[src/rtl/rect_pulse_seq_if.sv]
// rect_pulse_seq_if: control, configuration and DAC-code bundle for rect_pulse_seq.
// The master drives start/stop and the waveform configuration. The slave (the sequencer)
// returns the registered code stream and its status flags.
interface rect_pulse_seq_if #(
  parameter int WIDTH   = 12,
  parameter int CNT_W   = 16,
  parameter int BURST_W = 8
);
  logic               start;
  logic               stop;
  logic [WIDTH-1:0]   iv;
  logic [WIDTH-1:0]   pv;
  logic [CNT_W-1:0]   td;
  logic [CNT_W-1:0]   th;
  logic [CNT_W-1:0]   tl;
  logic [3:0]         tr_log2;
  logic [3:0]         tf_log2;
  logic [BURST_W-1:0] burst_len;
  logic [WIDTH-1:0]   dac_code;
  logic               dac_valid;
  logic               busy;
  logic               period_tick;

  modport master (
    output start, stop, iv, pv, td, th, tl, tr_log2, tf_log2, burst_len,
    input  dac_code, dac_valid, busy, period_tick
  );

  modport slave (
    input  start, stop, iv, pv, td, th, tl, tr_log2, tf_log2, burst_len,
    output dac_code, dac_valid, busy, period_tick
  );
endinterface

[src/rtl/rect_pulse_seq.sv]
// rect_pulse_seq: clocked trapezoid pulse sequencer (delay, rise, high, fall, low, repeat).
// Ramps are 2^n cycles long, so each ramp step is an add and an arithmetic shift.
// Define RECT_SEQ_BURST_EN to build the period counter that ends a run after burst_len periods.
module rect_pulse_seq #(
  parameter int WIDTH   = 12,
  parameter int CNT_W   = 16,
  parameter int BURST_W = 8
) (
  input logic             clk,
  input logic             reset,
  rect_pulse_seq_if.slave bus
);

  typedef enum logic [2:0] {IDLE, DELAY, RISE, HIGH, FALL, LOW} state_t;

  // The accumulator must hold delta times the longest ramp (2^15 cycles).
  localparam int ACC_W = WIDTH + 17;

  state_t                  state, nxt_state;
  logic [CNT_W-1:0]        cnt, nxt_cnt;
  logic signed [ACC_W-1:0] acc, nxt_acc;
  logic [WIDTH-1:0]        code_r, nxt_code;
  logic                    tick_r, nxt_tick;
  logic                    busy_r;
  logic                    stop_pend;

  logic [WIDTH-1:0]        iv_s, pv_s;
  logic [CNT_W-1:0]        td_s, th_s, tl_s;
  logic [3:0]              tr_s, tf_s;

  // While IDLE the live inputs are used, so the first code can leave on the start edge.
  logic [WIDTH-1:0]        cur_iv, cur_pv;
  logic [CNT_W-1:0]        cur_th, cur_tl;
  logic [3:0]              cur_tr, cur_tf;
  logic signed [WIDTH:0]   delta;
  logic signed [ACC_W-1:0] delta_x;
  logic                    period_last, go_rise, go_fall, end_seq, burst_done;

  assign cur_iv = (state == IDLE) ? bus.iv      : iv_s;
  assign cur_pv = (state == IDLE) ? bus.pv      : pv_s;
  assign cur_th = (state == IDLE) ? bus.th      : th_s;
  assign cur_tl = (state == IDLE) ? bus.tl      : tl_s;
  assign cur_tr = (state == IDLE) ? bus.tr_log2 : tr_s;
  assign cur_tf = (state == IDLE) ? bus.tf_log2 : tf_s;

  assign delta   = $signed({1'b0, cur_pv}) - $signed({1'b0, cur_iv});
  assign delta_x = {{(ACC_W-WIDTH-1){delta[WIDTH]}}, delta};

  function automatic logic [CNT_W-1:0] ramp_last(input logic [3:0] sh);
    return (CNT_W'(1) << sh) - CNT_W'(1);
  endfunction

  // base + acc/2^sh with floor rounding; always lands between iv and pv, so it fits WIDTH.
  function automatic logic [WIDTH-1:0] ramp_code(input logic [WIDTH-1:0] base,
                                                 input logic signed [ACC_W-1:0] a,
                                                 input logic [3:0] sh);
    logic signed [ACC_W-1:0] sum;
    sum = $signed({{(ACC_W-WIDTH){1'b0}}, base}) + (a >>> sh);
    return sum[WIDTH-1:0];
  endfunction

`ifdef RECT_SEQ_BURST_EN
  logic [BURST_W-1:0] burst_s, per_cnt;
  assign burst_done = (burst_s != '0) && (BURST_W'(per_cnt + 1'b1) == burst_s);
`else
  logic unused_burst;
  assign unused_burst = ^bus.burst_len;
  assign burst_done   = 1'b0;
`endif

  assign end_seq = stop_pend | bus.stop | burst_done;

  // Next-state, counter, accumulator and code for the registered outputs.
  always_comb begin
    nxt_state   = state;
    nxt_cnt     = cnt;
    nxt_acc     = acc;
    nxt_code    = code_r;
    period_last = 1'b0;
    go_rise     = 1'b0;
    go_fall     = 1'b0;
    case (state)
      IDLE: begin
        if (bus.start) begin
          if (bus.td != '0) begin
            nxt_state = DELAY;
            nxt_cnt   = bus.td - CNT_W'(1);
            nxt_code  = bus.iv;
          end else begin
            go_rise = 1'b1;
          end
        end
      end
      DELAY: begin
        if (cnt == '0) go_rise = 1'b1;
        else           nxt_cnt = cnt - CNT_W'(1);
      end
      RISE: begin
        if (cnt == '0) begin
          if (cur_th != '0) begin
            nxt_state = HIGH;
            nxt_cnt   = cur_th - CNT_W'(1);
            nxt_code  = cur_pv;
          end else begin
            go_fall = 1'b1;
          end
        end else begin
          nxt_cnt  = cnt - CNT_W'(1);
          nxt_acc  = acc + delta_x;
          nxt_code = ramp_code(cur_iv, acc + delta_x, cur_tr);
        end
      end
      HIGH: begin
        if (cnt == '0) go_fall = 1'b1;
        else           nxt_cnt = cnt - CNT_W'(1);
      end
      FALL: begin
        if (cnt == '0) begin
          if (cur_tl != '0) begin
            nxt_state = LOW;
            nxt_cnt   = cur_tl - CNT_W'(1);
            nxt_code  = cur_iv;
          end else begin
            period_last = 1'b1;
          end
        end else begin
          nxt_cnt  = cnt - CNT_W'(1);
          nxt_acc  = acc - delta_x;
          nxt_code = ramp_code(cur_pv, acc - delta_x, cur_tf);
        end
      end
      LOW: begin
        if (cnt == '0) period_last = 1'b1;
        else           nxt_cnt = cnt - CNT_W'(1);
      end
      default: nxt_state = IDLE;
    endcase

    if (period_last) begin
      if (end_seq) begin
        nxt_state = IDLE;
        nxt_cnt   = '0;
        nxt_acc   = '0;
        nxt_code  = cur_iv;
      end else begin
        go_rise = 1'b1;
      end
    end
    if (go_rise) begin
      nxt_state = RISE;
      nxt_cnt   = ramp_last(cur_tr);
      nxt_acc   = delta_x;
      nxt_code  = ramp_code(cur_iv, delta_x, cur_tr);
    end
    if (go_fall) begin
      nxt_state = FALL;
      nxt_cnt   = ramp_last(cur_tf);
      nxt_acc   = -delta_x;
      nxt_code  = ramp_code(cur_pv, -delta_x, cur_tf);
    end

    // The tick marks the final cycle of a period: the last LOW cycle, or the last FALL cycle when tl = 0.
    nxt_tick = (nxt_cnt == '0) &&
               ((nxt_state == LOW) || ((nxt_state == FALL) && (cur_tl == '0)));
  end

  // Sequencer state, shadow configuration and registered outputs.
  always_ff @(posedge clk or posedge reset) begin
    if (reset) begin
      state     <= IDLE;
      cnt       <= '0;
      acc       <= '0;
      code_r    <= '0;
      tick_r    <= 1'b0;
      busy_r    <= 1'b0;
      stop_pend <= 1'b0;
      iv_s      <= '0;
      pv_s      <= '0;
      td_s      <= '0;
      th_s      <= '0;
      tl_s      <= '0;
      tr_s      <= '0;
      tf_s      <= '0;
`ifdef RECT_SEQ_BURST_EN
      burst_s   <= '0;
      per_cnt   <= '0;
`endif
    end else begin
      state  <= nxt_state;
      cnt    <= nxt_cnt;
      acc    <= nxt_acc;
      code_r <= nxt_code;
      tick_r <= nxt_tick;
      busy_r <= (nxt_state != IDLE);
      if (nxt_state == IDLE) stop_pend <= 1'b0;
      else if (bus.stop)     stop_pend <= 1'b1;
      if (state == IDLE && bus.start) begin
        iv_s <= bus.iv;
        pv_s <= bus.pv;
        td_s <= bus.td;
        th_s <= bus.th;
        tl_s <= bus.tl;
        tr_s <= bus.tr_log2;
        tf_s <= bus.tf_log2;
      end
`ifdef RECT_SEQ_BURST_EN
      if (state == IDLE && bus.start) burst_s <= bus.burst_len;
      if (state == IDLE)              per_cnt <= '0;
      else if (tick_r)                per_cnt <= per_cnt + 1'b1;
`endif
    end
  end

  assign bus.dac_code    = code_r;
  assign bus.dac_valid   = busy_r;
  assign bus.busy        = busy_r;
  assign bus.period_tick = tick_r;

endmodule

[src/flat_wrapper.sv]
// flat-port wrapper written by rule: the top's interface ports become plain ports
module rect_pulse_seq_flat 
#(
  parameter int WIDTH   = 12,
  parameter int CNT_W   = 16,
  parameter int BURST_W = 8
)
  (clk, reset, bus_start, bus_stop, bus_iv, bus_pv, bus_td, bus_th, bus_tl, bus_tr_log2, bus_tf_log2, bus_burst_len, bus_dac_code, bus_dac_valid, bus_busy, bus_period_tick);
  rect_pulse_seq_if #(.WIDTH(WIDTH), .CNT_W(CNT_W), .BURST_W(BURST_W)) bus_i ();
  input logic clk;
  input logic reset;
  input wire logic [$bits(bus_i.start)-1:0] bus_start;
  input wire logic [$bits(bus_i.stop)-1:0] bus_stop;
  input wire logic [$bits(bus_i.iv)-1:0] bus_iv;
  input wire logic [$bits(bus_i.pv)-1:0] bus_pv;
  input wire logic [$bits(bus_i.td)-1:0] bus_td;
  input wire logic [$bits(bus_i.th)-1:0] bus_th;
  input wire logic [$bits(bus_i.tl)-1:0] bus_tl;
  input wire logic [$bits(bus_i.tr_log2)-1:0] bus_tr_log2;
  input wire logic [$bits(bus_i.tf_log2)-1:0] bus_tf_log2;
  input wire logic [$bits(bus_i.burst_len)-1:0] bus_burst_len;
  output wire logic [$bits(bus_i.dac_code)-1:0] bus_dac_code;
  output wire logic [$bits(bus_i.dac_valid)-1:0] bus_dac_valid;
  output wire logic [$bits(bus_i.busy)-1:0] bus_busy;
  output wire logic [$bits(bus_i.period_tick)-1:0] bus_period_tick;
  assign bus_i.start = bus_start;
  assign bus_i.stop = bus_stop;
  assign bus_i.iv = bus_iv;
  assign bus_i.pv = bus_pv;
  assign bus_i.td = bus_td;
  assign bus_i.th = bus_th;
  assign bus_i.tl = bus_tl;
  assign bus_i.tr_log2 = bus_tr_log2;
  assign bus_i.tf_log2 = bus_tf_log2;
  assign bus_i.burst_len = bus_burst_len;
  assign bus_dac_code = bus_i.dac_code;
  assign bus_dac_valid = bus_i.dac_valid;
  assign bus_busy = bus_i.busy;
  assign bus_period_tick = bus_i.period_tick;
  rect_pulse_seq #(.WIDTH(WIDTH), .CNT_W(CNT_W), .BURST_W(BURST_W)) u_core (.clk(clk), .reset(reset), .bus(bus_i));
endmodule
[config.mk]
export PLATFORM = sky130hd
export DESIGN_NAME = rect_pulse_seq_flat
export DESIGN_NICKNAME = d
export VERILOG_FILES = /design/src/rtl/rect_pulse_seq_if.sv /design/src/rtl/rect_pulse_seq.sv /design/src/flat_wrapper.sv
export SDC_FILE = /design/constraint.sdc
export NUM_CORES = 1
export LEC_CHECK = 0
export CAP_MARGIN = 20
export CORE_MARGIN = 10
export CORE_UTILIZATION = 35
export DETAILED_ROUTE_END_ITERATION = 10
export DONT_BUFFER_PORTS = 1
export PLACE_DENSITY = 0.53
export SLEW_MARGIN = 40
export SYNTH_ARGS = -nofsm -noshare
export SYNTH_HDL_FRONTEND = slang
export SYNTH_SLANG_ARGS = --single-unit
[constraint.sdc]
create_clock -name clk -period 14 [get_ports clk]
set_input_delay 2.1 -clock clk [delete_from_list [all_inputs] [get_ports clk]]
set_output_delay 2.1 -clock clk [all_outputs]
set_load 0.05 [all_outputs]
* Yosys cells after proc, flatten, opt, wreduce, memory -nomap -nowiden
Index checks and enable logic that the tools add are counted.
** Word-level totals
- Word-level logic and storage cells :: 117
- Memory bits (writable) :: 0
- Memory bits (read-only) :: 0
- Output and inout bits :: 15
- Bits in latches :: 0
- Memories kept :: 0
- Bits in registers :: 127
** Cells by class
- Div/mod/pow operators :: 0
- Multiply operators :: 0
- Multiplexer cells :: 61
- Equal/unequal tests :: 7
- Add/sub/neg operators :: 14
- Bitwise operators :: 1
- Shift operators :: 6
- Reductions and logical operators :: 15
- Magnitude comparators :: 0
** Operators with widths (number)
- two-way mux 16 bit :: 13
- two-way mux 29 bit :: 6
- two-way mux 12 bit :: 12
- >>> shifter 29 x 4 -> 12 bit :: 3
- case mux 16 bit (4 select lines) :: 1
- subtractor 16 x 1 -> 16 bit (second input constant) :: 4
- case mux 29 bit (2 select lines) :: 1
- adder 12 bit :: 4
- logical NOT 16 bit :: 3
- nonzero test 16 bit :: 3
- case mux 12 bit (3 select lines) :: 1
- << shifter 1 x 4 -> 16 bit (first input constant) :: 2
- subtractor 16 x 2 -> 16 bit (second input constant) :: 2
- two-way mux 3 bit :: 10
- adder 29 x 13 -> 29 bit :: 1
- negation 13 -> 29 bit :: 1
- subtractor 29 x 13 -> 29 bit :: 1
- >>> shifter 13 x 4 -> 12 bit :: 1
- subtractor 12 x 12 -> 13 bit :: 1
- equality test 3 bit (second input constant) :: 4
- case mux 3 bit (4 select lines) :: 1
- two-way mux 1 bit :: 11
- two-way mux 4 bit :: 2
- equality test 3 x 2 -> 1 bit (second input constant) :: 2
- other kinds (9) :: 14

* Logic depth before layout (Yosys ltp)
Gate-level depths: netlist (run 1).
- Depth in word-level cells :: 14
- Depth in mapped cells :: 47
- Depth with buffers taken out :: 37

* Worst setup path before layout (run 1)
No wires, ideal clock.
- Path kind :: register -> register
- From :: register u_core.state[0]
- To :: register u_core.code_r[11] (netlist: u_core.bus.dac_code[11])
- Setup slack :: 3244 ps
- Clock period less this slack :: 10756 ps
- Arrival :: 10618 ps
- Data required time :: 13862 ps
- Cell stages (with the launch flop) :: 42
- Library setup time :: 138 ps
- Path through :: dfrtp_1 -> buf_6 -> nor3_1 -> buf_2 -> buf_2 -> buf_2 -> buf_2 -> buf_1 -> clkbuf_1 -> buf_1 -> clkbuf_1 -> buf_2 -> mux2i_1 -> ha_1 -> buf_4 -> nor3b_1 -> a2111oi_2 -> or4_1 -> (+6 left out) -> o21ai_1 -> nand2b_1 -> a311oi_1 -> o21ai_0 -> a311oi_1 -> nand2_1 -> a311oi_1 -> a21oi_1 -> nand2_1 -> o21ai_0 -> ha_1 -> or3_1 -> o31ai_1 -> xnor2_1 -> a221o_1 -> and3_1 -> a2111oi_0 -> o21ai_1
** Between the ends
- Word-level cells in the longest chain between the ends :: 12
** Ends and longest elaborated chain
- from (decl) :: line rect_pulse_seq.sv:19 : state_t state, nxt_state;
- from (signal assigned) :: line rect_pulse_seq.sv:189 : state <= nxt_state;
- logical NOT 3 bit
- two-way mux 12 bit (on tied branches) :: line rect_pulse_seq.sv:40, rect_pulse_seq.sv:39
- subtractor 12 x 12 -> 13 bit :: line rect_pulse_seq.sv:46 : assign delta = $signed({1'b0, cur_pv}) - $signed({1'b0, cur_iv});
- subtractor 29 x 13 -> 29 bit / adder 29 x 13 -> 29 bit (equally long branches) :: line rect_pulse_seq.sv:129, rect_pulse_seq.sv:110
- >>> shifter 29 x 4 -> 12 bit :: line rect_pulse_seq.sv:58 : sum = $signed({{(ACC_W-WIDTH){1'b0}}, base}) + (a >>> sh);
- adder 12 bit :: line rect_pulse_seq.sv:58
- two-way mux 12 bit (on tied branches) :: line rect_pulse_seq.sv:118, rect_pulse_seq.sv:99
- case mux 12 bit (3 select lines) :: line rect_pulse_seq.sv:82 : case (state)
- two-way mux 12 bit :: line rect_pulse_seq.sv:140 : if (end_seq) begin
- two-way mux 12 bit :: line rect_pulse_seq.sv:139 : if (period_last) begin
- two-way mux 12 bit :: line rect_pulse_seq.sv:149 : if (go_rise) begin
- two-way mux 12 bit * :: line rect_pulse_seq.sv:155 : if (go_fall) begin
- via u_core.nxt_code[11] :: line rect_pulse_seq.sv:22 : logic [WIDTH-1:0] code_r, nxt_code;
- to (signal assigned) :: line rect_pulse_seq.sv:192 : code_r <= nxt_code;
- to (decl) :: line rect_pulse_seq.sv:22
The timed path passes the listed nets; every way through them passes the cells marked *.
A chain may end at the register's enable or synchronous reset.

* Worst setup path in the final report (run 1)
Ends and elaborated chain as after synthesis.

==> flow_summary.ini, run 1 <==
[status]
outcome = complete, no violations

[global_route]
grt_use_met3_pct = 5.234
grt_pass1_vias = 19950
grt.total_usage_pct = 25.25
antenna_found_initial = 0
use_met1_pct = 33.95
grt.met2_usage_pct = 39.04
grt_max_degree = 74
grt-busiest-layer = met2
grt-ovfl-total = 0
grt_pass1_wl_um = 128500

[logic_synthesis]
avgSynthCellArea_um2 = 7.259
ys_warn_count = 0
synth_seq_cells = 125
syn_inst = 2683
yosysSeqAreaShare_pct = 16.06
synthesis.nets = 2882
netlist_area_mm2 = 0.01947
synth_edf_count = 0
ys.flop_type = dfrtp_1
synthDistinctLibCells = 106
synth_async_sr_flop_share_pct = 100.0

[final_layout]
layout_commonest_cell = nand2_1
syn_to_final_growth_pct = 6.778
fin_cells = 3328
drive_gt1_share_pct = 9.345
nFillCells = 5925
final_cell_mix = nand2_1, nor2_1, a21oi_1, o21ai_0, dfrtp_1
final_core_util_pct = 37.75
fin_nets = 2765

[detailed_routing]
wl_um = 86180
num_vias = 21598
dr.pass1.iters = 8
remaining_drc_errors = 0
ant_nets = 0
drtIter0Drc = 2499
routedWlPerCell_um = 25.90
via_per_inst = 6.490

[sta]
period_needed_ns = 11.44
setup_viol = 0
skew_ns = 0.01617
rsz0062_at_grt = false
whs_ns = 0.5079
hold_violations = 0
worstMarginPinSlew_ns = 0.9359
tns_ns = 0
max_slew_margin_pct = 36.81
fin_crit_sh_pct = 81.74
max_freq_ghz = 0.08738
finalMaxSlewViolations = 0

[clock_network]
worstSkewPairLatency_ns = 0.50
cts_resized = 0
cts_root_buffer = clkbuf_16
cts_hold_repair.buffers = 0
cts.path.max_buffers = 2
cts_max_level = 4
clk_pin_slew_worst_paths_ns = 0.08
post_cts_buffers = 0
numCtsBuffers = 17
cts_tree = built
clock-sinks = 125

[worst_hold_path]
hp-class = flop to flop

[setup_path]
required_ns = 14.34
crit_family = compound AO/OA/AOI/OAI gates
critPathLaunchType = flop
path_max_fanout = 46
crit_type = flop to flop
max_stage_delay_ns = 0.64
worstPathArrival_ns = 11.79
worstSetupEndpointType = flop
critPathBufInv = 3
critical-path-slowest-cell = or4_1
crit_top_cell = nand2_1

[run]
maxCapViolations = 0

[placement]
gp_congestion = 0.9629
dp_cells = 3295
hpwl_um = 64340
io_buffers = 0

[die]
die_y_um = 255.9
die_w_um = 255.9
die_area_mm2 = 0.06548
initial_core_util_pct = 35.35
design.core.area_mm2 = 0.05509
ioPinCount = 107
row_count = 86
worst paths after layout:
kind / cells after the start / slack (ns) / to / from
hold reg to reg: 1 / 0.51 / u_core.tl_s[8] / u_core.tl_s[8]
hold / removal: 1 / 0.51 / u_core.tl_s[8] / u_core.tl_s[8]
setup reg to reg: 33 / 2.56 / u_core.bus.dac_code[11] / u_core.state[0]
setup / recovery: 33 / 2.56 / u_core.bus.dac_code[11] / u_core.state[0]
max in group asynchronous: 2 / 11.30 / u_core.bus.busy / reset
min in group asynchronous: 1 / 1.54 / u_core.tr_s[2] / reset
through the flow:
| step | instance area (um2) | setup WS [ns] |
|---|---|---|
| finish | 20790 | 2.556 |
| CTS | 20790 | 2.766 |
| detailed placement | 20170 | 2.368 |
| global placement | 20130 | 2.248 |
| global route | 20790 | 1.982 |
| floorplan | 19470 | 3.244 |
per-layer routing:
metal	part of all wire, %	wire length, um
met1	43	37370
met2	44	37780
met3	9.4	8077
met4	3.4	2964
met5	0	0
synth_stat cells, types with 8 or more instances:
| library cell | instances | area share (%) |
|---|---|---|
| a211o_1 | 13 | 0.58 |
| a211oi_1 | 47 | 1.8 |
| a21o_1 | 20 | 0.77 |
| a21oi_1 | 226 | 5.8 |
| a221o_1 | 9 | 0.46 |
| a221oi_1 | 24 | 1.1 |
| a22oi_1 | 39 | 1.5 |
| a311oi_1 | 14 | 0.63 |
| a31oi_1 | 42 | 1.3 |
| and2_1 | 18 | 0.58 |
| and3_1 | 25 | 0.80 |
| buf_1 | 27 | 0.52 |
| buf_2 | 14 | 0.36 |
| clkbuf_1 | 136 | 2.6 |
| dfrtp_1 | 125 | 16 |
| ha_1 | 105 | 6.7 |
| inv_1 | 76 | 1.5 |
| mux2_2 | 73 | 4.2 |
| mux2i_1 | 103 | 5.3 |
| mux4_2 | 11 | 1.3 |
| nand2_1 | 316 | 6.1 |
| nand2b_1 | 33 | 1.1 |
| nand3_1 | 60 | 1.5 |
| nand4_1 | 13 | 0.42 |
| nor2_1 | 238 | 4.6 |
| nor2b_1 | 25 | 0.80 |
| nor3_1 | 103 | 2.6 |
| nor3b_1 | 12 | 0.46 |
| nor4_1 | 22 | 0.71 |
| o2111ai_1 | 8 | 0.36 |
| o211a_1 | 8 | 0.41 |
| o211ai_1 | 50 | 1.9 |
| o21a_1 | 23 | 0.89 |
| o21ai_0 | 187 | 4.8 |
| o21ai_1 | 19 | 0.49 |
| o21bai_1 | 9 | 0.35 |
| o221ai_1 | 11 | 0.49 |
| o22ai_1 | 34 | 1.1 |
| o311ai_0 | 8 | 0.36 |
| o31ai_1 | 17 | 0.66 |
| or2_2 | 12 | 0.39 |
| or3_1 | 22 | 0.71 |
| xnor2_1 | 95 | 4.3 |
| xor2_1 | 53 | 2.4 |
layout make-up:
type	instances	area [um2]	area share, %
diodes	1	2.502	0.01203
inverters	83	316.6	1.522
repair buffers	46	352.8	1.697
flip-flops and latches	125	3129	15.05
well taps	748	935.9	4.501
multi-input cells	2293	15430	74.22
clock inverters	15	197.7	0.9507
clock buffers	17	425.4	2.046
cell families (layout without fill, tap and decap cells):
| family | Yosys count | after routing | share of synthesized area [%] |
|---|---|---|---|
| simple gates | 935 | 935 | 22.32 |
| buf+inv | 265 | 161 | 5.352 |
| fa+ha+maj | 113 | 113 | 7.273 |
| xor+xnor | 149 | 149 | 6.772 |
| compound gates | 905 | 905 | 31.05 |
| other cells | 0 | 1 | 0 |
| flops | 125 | 125 | 16.06 |
| mux | 191 | 191 | 11.17 |
state kept, by name, summed over array words and instances, names as in the netlist:
| name | cells |
|---|---|
| u_core.acc | 27 |
| u_core.state | 3 |
| u_core.iv_s | 12 |
| u_core.pv_s | 12 |
| u_core.stop_pend | 1 |
| u_core.bus.period_tick | 1 |
| u_core.bus.busy | 1 |
| u_core.tr_s | 4 |
| u_core.tf_s | 4 |
| u_core.bus.dac_code | 12 |
| u_core.tl_s | 16 |
| u_core.th_s | 16 |
| u_core.cnt | 16 |
Power of run 1 is left out: the tool's default activity adds up to more than one toggle a clock period on the data nets, which glitch-free logic cannot reach.
==> inputs of run 2 (changes only) <==
Settings changed: PLACE_DENSITY 0.53 to 0.55.
Clock period 14 ns to 9.45 ns, I/O delays scaled along.
==> flow_summary.ini, run 2 (synthesis gave the netlist of run 1 again) <==
[sta]
period_needed_ns = 9.080
skew_ns = 0.01915
max_slew_margin_pct = 36.84
fin_crit_sh_pct = 96.09
max_freq_ghz = 0.1101
finalMaxSlewViolations = 0
setup_viol = 0
hold_violations = 0
worstMarginPinSlew_ns = 0.9439
setup_slack_ns = 0.3698

[global_route]
grt-busiest-layer = met2
use_met1_pct = 32.65
grt_pass1_wl_um = 128200
grt.total_usage_pct = 25.03
grt_pass1_vias = 20445
grt-ovfl-total = 0
grt.met2_usage_pct = 38.47
grt_use_met3_pct = 6.130
grt_max_degree = 66
antenna_found_initial = 0

[detailed_routing]
num_vias = 21832
routedWlPerCell_um = 24.99
ant_nets = 0
wl_um = 85590
via_per_inst = 6.374
drtIter0Drc = 2548
remaining_drc_errors = 0
dr.pass1.iters = 9

[placement]
preCtsSetupSlack_ns = 0.01626
io_buffers = 0
gp_congestion = 0.9932
place_area_mm2 = 0.02090
hpwl_um = 65780
dp_cells = 3388

[final_layout]
layout_commonest_cell = nand2_1
fin_area_mm2 = 0.02161
drive_gt1_share_pct = 13.19
fin_cells = 3425
final_core_util_pct = 39.22
largest_reg_flops = 27
syn_to_final_growth_pct = 10.94
antenna_cells = 0
final_cell_mix = nand2_1, nor2_1, a21oi_1, o21ai_0, buf_4
fin_nets = 2863
top_register = u_core.acc

[die]
die_w_um = 255.9
die_y_um = 255.9
design.core.area_mm2 = 0.05509
ioPinCount = 107
die_area_mm2 = 0.06548
initial_core_util_pct = 35.35
row_count = 86

[clock_network]
cts_tree = built
cts_max_level = 4
clock-sinks = 125
worstSkewPairLatency_ns = 0.50
clk_pin_slew_worst_paths_ns = 0.07
cts_root_buffer = clkbuf_16
numCtsBuffers = 17
cts.path.max_buffers = 2
cts_hold_repair.buffers = 0

[setup_path]
path_max_fanout = 5
rr_worst_depth = 37
crit_start = u_core.state[0]
required_ns = 9.81
critPathLaunchType = flop
crit_top_cell = nand2_1
critical-path-slowest-cell = or4_4
worstPathArrival_ns = 9.44
crit_type = flop to flop
max_stage_delay_ns = 0.62
rrSetupSlack_ns = 0.37
worstSetupEndpointType = flop
r2r-end = u_core.bus.dac_code[10]
critPathCapture = u_core.bus.dac_code[10]
timing.rr.start = u_core.state[0]

[worst_hold_path]
hp-class = flop to flop

[run]
maxCapViolations = 0

[status]
outcome = complete, no violations
## run 2: what timing repair did
item,in CTS,in global routing
setup endpoints to repair,0,6
setup buffers,0,5
gates resized for setup,0,10
## run 2: layer usage
metal	share of wire [%]	wire length [um]	up-vias
met5	0	0	-
met4	4.4	3751	0
met3	9.4	8018	197
met2	44	37400	1161
met1	43	36420	10521
li1	-	-	9953
## run 2: per-stage QoR
step | hold slack [ns] | setup TNS (ns)
2_1_floorplan | 0.4800 | 0
3_3_place_gp | 0.4887 | 0
3_5_place_dp | 0.4942 | 0
4_1_cts | 0.5096 | 0
5_1_grt | 0.5206 | -0.01386
6_report | 0.5071 | 0
## run 2: cell type report
type                            count  area [um2]
Tap cell                          748       935.9
Inverter                           83       316.6
Clock buffer                       17       425.4
Fill cell                        5827       33490
Clock inverter                     15       190.2
Multi-Input combinational cell   2293       15520
Sequential cell                   125        3129
Timing Repair Buffer              144        1085
## run 2: worst max-delay path, delay by kind of cell (launching register included)
family	cells	cell delay [ns]
simple gates	13	3.19
buf+inv	4	0.61
mux	3	0.94
compound gates	13	2.53
fa+ha+maj	3	1.03
flops	1	0.44
xor+xnor	1	0.19
## run 2: worst min path at each step
stage	startpoint	end	slack, ns	depth (start not counted)
final	u_core.iv_s[10]	u_core.iv_s[10]	0.51	1
after global routing	u_core.pv_s[8]	u_core.pv_s[8]	0.52	1
after CTS	u_core.tl_s[14]	u_core.tl_s[14]	0.51	1
after detailed placement	u_core.iv_s[9]	u_core.iv_s[9]	0.49	1
after global placement	u_core.tl_s[13]	u_core.tl_s[13]	0.49	1
after floorplan	u_core.iv_s[10]	u_core.iv_s[10]	0.48	1
Power of run 2 is left out for the same reason.
